## config.mk

```make
export PLATFORM = sky130hd
export DESIGN_NAME = mcycle_unit
export DESIGN_NICKNAME = d
export VERILOG_FILES = /design/src/rtl/mcycle_unit.sv
export SDC_FILE = /design/constraint.sdc
export NUM_CORES = 1
export LEC_CHECK = 0
export BUFFER_PORTS_ARGS = -buffer_cell sky130_fd_sc_hd__clkbuf_2
export CAP_MARGIN = 20
export CORE_MARGIN = 3
export CORE_UTILIZATION = 35
export DETAILED_ROUTE_END_ITERATION = 8
export PLACE_DENSITY_LB_ADDON = 0.1
export REMOVE_ABC_BUFFERS = 1
export SYNTH_ARGS = -nofsm -noshare
export SYNTH_HDL_FRONTEND = slang
export SYNTH_SLANG_ARGS = --single-unit
export TNS_END_PERCENT = 10
```

## constraint.sdc

```tcl
create_clock -name CLK -period 4.95 [get_ports CLK]
set_clock_uncertainty 0.2 [all_clocks]
set_input_delay 0.7425 -clock CLK [delete_from_list [all_inputs] [get_ports CLK]]
set_output_delay 0.7425 -clock CLK [all_outputs]
set_load 0.005 [all_outputs]
```

## src/rtl/mcycle_unit.sv

```systemverilog
// Iterative unsigned multiply (shift-add) / divide (restoring) unit. It takes one
// WIDTH-cycle pass per request and stalls the pipeline through Busy while it runs.
//
// state   | meaning
// --------+------------------------------------------------------------
// IDLE    | no operation pending; Start latches operands
// COMPUTE | one multiply/divide iteration per cycle, count = iteration
// DONE    | results valid, done=1; Start here chains the next operation
module mcycle_unit #(
  parameter int WIDTH = 32
) (
  input  logic             CLK,
  input  logic             Reset,
  input  logic             Start,
  input  logic             MCycleOp,
  input  logic [WIDTH-1:0] Operand1,
  input  logic [WIDTH-1:0] Operand2,
  output logic [WIDTH-1:0] Result1,
  output logic [WIDTH-1:0] Result2,
  output logic             Busy,
  output logic             done
);

  localparam int CW = $clog2(WIDTH) + 1;

  typedef enum logic [1:0] {IDLE, COMPUTE, DONE} state_t;

  state_t             state;
  logic [CW-1:0]      count;
  logic               opDiv;
  logic [WIDTH-1:0]   opA;
  logic [WIDTH-1:0]   opB;
  logic [2*WIDTH-1:0] prod;
  logic [WIDTH:0]     rem;
  logic [WIDTH-1:0]   quo;

  logic [WIDTH:0]     sum;
  logic [2*WIDTH-1:0] prodNext;
  logic [WIDTH:0]     remShift;
  logic [WIDTH:0]     remNext;
  logic [WIDTH-1:0]   quoNext;
  logic               lastIter;
  logic               accept;

  // One iteration of each algorithm; only the one selected by opDiv is used for results.
  always_comb begin
    sum      = {1'b0, prod[2*WIDTH-1:WIDTH]} + (prod[0] ? {1'b0, opA} : '0);
    prodNext = {sum, prod[WIDTH-1:1]};
    remShift = {rem[WIDTH-1:0], quo[WIDTH-1]};
    remNext  = remShift;
    quoNext  = {quo[WIDTH-2:0], 1'b0};
    if (remShift >= {1'b0, opB}) begin
      remNext    = remShift - {1'b0, opB};
      quoNext[0] = 1'b1;
    end
  end

  assign lastIter = (count == CW'(WIDTH - 1));
  assign accept   = Start & ((state == IDLE) | (state == DONE));
  assign Busy     = (state == COMPUTE) | accept;
  assign done     = (state == DONE);

  always_ff @(posedge CLK) begin
    if (Reset) begin
      state   <= IDLE;
      count   <= '0;
      opDiv   <= 1'b0;
      opA     <= '0;
      opB     <= '0;
      prod    <= '0;
      rem     <= '0;
      quo     <= '0;
      Result1 <= '0;
      Result2 <= '0;
    end else begin
      case (state)
        IDLE, DONE: begin
          if (Start) begin
            state <= COMPUTE;
            count <= '0;
            opDiv <= MCycleOp;
            opA   <= Operand1;
            opB   <= Operand2;
            prod  <= {{WIDTH{1'b0}}, Operand2};
            rem   <= '0;
            quo   <= Operand1;
          end else begin
            state <= IDLE;
          end
        end
        COMPUTE: begin
          count <= count + CW'(1);
          prod  <= prodNext;
          rem   <= remNext;
          quo   <= quoNext;
          if (lastIter) begin
            state <= DONE;
            if (opDiv) begin
              Result1 <= quoNext;
              Result2 <= remNext[WIDTH-1:0];
            end else begin
              Result1 <= prodNext[WIDTH-1:0];
              Result2 <= prodNext[2*WIDTH-1:WIDTH];
            end
          end
        end
        default: state <= IDLE;
      endcase
    end
  end

endmodule

```

==> run_results.csv <==
group,metric,value,unit
outcome,status,"finished clean",
clock_network,root_buffer,"clkbuf_16",
yosys,ys_top_cells_by_count,"349 x nand2_1, 265 x dfxtp_1, 161 x a21oi_1",
yosys,synthXorXnorAreaFrac,0.03501,
floorplan,die_area,41620,µm²
clock_network,path_clk_slew,0.06,ns
placement,globalplace.congestion,0.8302,
detailed_routing,vias,12260,
global_route,grt_pass1_vias,12060,
timing,final-hold-violation-count,0,
final_layout,fin_nets,1930,
detailed_routing,drtPass1Iterations,7,
final_layout,final_area,15840,µm²
yosys,synth.avg_cell_area,7.975,µm²
clock_network,ctsHtreeMaxLevel,1,
detailed_routing,drc,0,
yosys,ys_seq_area_frac,0.3865,
yosys,yosysMostFrequentCell,"nand2_1",
final_layout,antennaDiodeCount,0,
run,drv_cap,0,
yosys,yosysTopAreaCellShare,0.3865,
setup_path,cp_slowest_stage_delay,0.50,ns
yosys,yosys.area_share.adder,0.06218,
clock_network,clock_path_buffers,3,
placement,hpwl,28420,µm
clock_network,numClockSinks,265,
global_route,overflow,0,
yosys,synth_top_area_cell,"dfxtp_1",
setup_path,r2r_end,"Result2[27]$_SDFFE_PP0P_",
final_layout,fill_cells,4014,
setup_path,crit_path_end_kind,"flip-flop",
setup_path,path_cells,"buf_4 -> and2_1 -> ha_1 -> inv_1 -> fa_1 -> nor2b_1 -> o21ai_1 -> a21boi_2 -> o211ai_1 -> a2111oi_4 -> o21ai_2 -> o21ai_2 -> mux2i_1 -> o31ai_1 -> a21o_1",
yosys,synth_top_family_by_area,"compound AO/OA/AOI/OAI gates",
floorplan,dieWidth,204.0,µm
final_layout,multi_input_area,7821,µm²
yosys,synth_ff_type,"dfxtp_1",
yosys,ys_types,76,
worst_hold_path,hold_start,"MCycleOp",
detailed_routing,drt_iter0_markers,801,
setup_path,path_class,"flip-flop to flip-flop",
timing,grt_setup_unrepaired,"false",
setup_path,critPathSlowestCell,"a2111oi_4",
detailed_routing,ant_nets,0,
global_route,grt_antenna_before_repair,1,
setup_path,cpMostUsedCell,"o21ai_2",
final_layout,syn_to_final_growth,15.38,%
floorplan,row_count,71,
final_layout,fin_util,0.4145,
yosys,synth_async_sr_flop_share,0,
final_layout,layout-drive-gt1-share,0.1299,
clock_network,cts_buffers,31,
detailed_routing,wire_per_inst,17.88,µm
timing,fmax,261.0,MHz
timing,drv_slew,0,
global_route,grt.total_usage,0.1962,
timing,fin_crit_sh,0.7740,
floorplan,core-area,38200,µm²
floorplan,ios,134,
clock_network,insertion_delay,0.57,ns
placement,dp_cells,2273,
yosys,synth_seq_cells,265,
setup_path,worst-path-max-fanout,20,
timing,worst_pin_slew,0.9603,ns
floorplan,die_h,204.0,µm
clock_network,cts-resized-gates,0,
setup_path,required,5.22,ns
clock_network,cts_tree,"done",
timing,timing.final.ws_setup,1.119,ns
detailed_routing,routed_wirelength,41620,µm
timing,slew_headroom,0.3598,
yosys,yosysWarnings,0,
placement,preCtsSetupSlack,1.112,ns
clock_network,cts_setup_buffers,0,
yosys,syn_area,13720,µm²
timing,timing.final.crit_period,3.831,ns
setup_path,r2r_setup_slack,1.12,ns
worst_hold_path,hold_class,"input pin to flip-flop",
yosys,synth-simple-area-share,0.1947,
yosys,synth-compound-area-share,0.2321,
global_route,grt_pass1_wl,66790,µm
global_route,grt_start_max_net_pins,108,
worst_hold_path,min_path_cells,3,
yosys,synth_edf_count,0,
final_layout,final_cells,2328,
yosys,synth_area_leaders,"dfxtp_1 39%, nand2_1 9.5%, ha_1 5.9%, a21oi_1 5.9%, nor2_1 4.0%",
detailed_routing,vias_per_cell,5.268,
placement,placed_area,14780,µm²
worst_hold_path,holdPathEnd,"opDiv$_SDFFE_PP0P_",
setup_path,cp_data_arrival_time,4.10,ns
yosys,postSynthCellCount,1721,
timing,setup_viol,0,
setup_path,start_kind,"flip-flop",
floorplan,start_util,0.3593,
power,total_power,9.171,mW
final_layout,seq_area,5309,µm²
setup_path,r2r_cells,15,
clock_network,postCtsHoldBufs,0,
setup_path,r2r_start,"prod[0]$_SDFFE_PP0P_",
power,max-vdd-ir-drop,0.7408,mV
power,power_density,579.2,nW/µm²
power,leakagePower,6.393,nW
placement,port_buffers,133,
yosys,synth_mux_area_frac,0.04349,
final cells by class:
| type | instances | area share |
|---|---|---|
| clock buffers | 45 | 0.05863 |
| clock inverters | 10 | 0.008296 |
| inverters | 49 | 0.01162 |
| multi-input cells | 1298 | 0.4939 |
| flip-flops and latches | 265 | 0.3353 |
| well taps | 511 | 0.04038 |
| repair buffers | 150 | 0.05191 |
stage by stage:
step,setup TNS [ns],hold slack [ns]
6_report,0,0.2104
3_3_place_gp,0,0.2420
4_1_cts,0,0.1946
5_1_grt,0,0.2169
3_5_place_dp,0,0.2466
2_1_floorplan,-805.14,0.2257
metal layers:
metal / global-route usage / up-vias / wire (µm)
li1: - / 6176 / -
met1: 0.2803 / 5819 / 20270
met2: 0.3231 / 221 / 19030
met3: 0.02230 / 47 / 1678
met4: 0.03613 / 0 / 647
met5: 0 / - / 0
cell usage in the layout, fill, tap and decap left out, types with 5 or more instances in the layout:
cell,instances
a211oi_1,43
a21o_1,33
a21oi_1,161
a22oi_1,42
a31oi_1,69
and2_1,36
and3_1,9
buf_4,15
clkbuf_16,31
clkbuf_2,132
clkbuf_8,11
clkinv_2,5
dfxtp_1,264
ha_1,65
inv_1,48
mux2_2,5
mux2i_1,54
nand2_1,349
nand2b_1,8
nand3_1,19
nand3b_1,9
nand4_1,5
nor2_1,146
nor2b_1,7
nor3_1,10
o211ai_1,15
o21a_1,8
o21ai_0,46
o21ai_1,12
o21ai_2,6
o21bai_1,9
o31ai_1,10
or2_2,5
or3_1,5
xnor2_1,35
xor2_1,18
worst max-delay path by stage:
stage,cells after the start,slack (ns),to,start
2_1_floorplan,3,-5.18,Busy,state[0]$_SDFFE_PP0P_
3_3_place_gp,15,1.18,Result2[19]$_SDFFE_PP0P_,prod[0]$_SDFFE_PP0P_
3_5_place_dp,15,1.11,Result2[27]$_SDFFE_PP0P_,prod[0]$_SDFFE_PP0P_
4_1_cts,15,1.07,Result2[27]$_SDFFE_PP0P_,prod[0]$_SDFFE_PP0P_
5_1_grt,15,0.82,Result2[27]$_SDFFE_PP0P_,prod[0]$_SDFFE_PP0P_
6_report,15,1.12,Result2[27]$_SDFFE_PP0P_,prod[0]$_SDFFE_PP0P_
flip-flops by register name, summed over array words and instances (netlist names):
| signal | count |
|---|---|
| Result2 | 32 |
| count | 6 |
| quo | 32 |
| opB | 32 |
| opA | 32 |
| rem | 32 |
| Result1 | 32 |
| prod | 64 |
| opDiv | 1 |
| state | 2 |
cell families after synthesis:
family | Yosys count
and+or+nand+nor | 625
muxes | 59
AOI/OAI and AO/OA | 493
DFF | 265
buffers and inverters | 158
adders and majority gates | 67
xor gates and xnor gates | 54
worst max-delay path, delay by kind of cell (launching register included):
kind,cells,cell delay (ns)
DFF,1,0.33
buffers and inverters,2,0.29
AOI/OAI and AO/OA,8,1.76
muxes,1,0.28
and+or+nand+nor,2,0.29
adders and majority gates,2,0.60
power by group:
| group | internal [mW] | switching [mW] | leakage [nW] | total, mW |
|---|---|---|---|---|
| Sequential | 2.31 | 0.142 | 2.16 | 2.46 |
| Combinational | 1.71 | 2.63 | 3.71 | 4.33 |
| Clock | 1.44 | 0.940 | 0.525 | 2.38 |
Power figures use the tool's default switching activity.
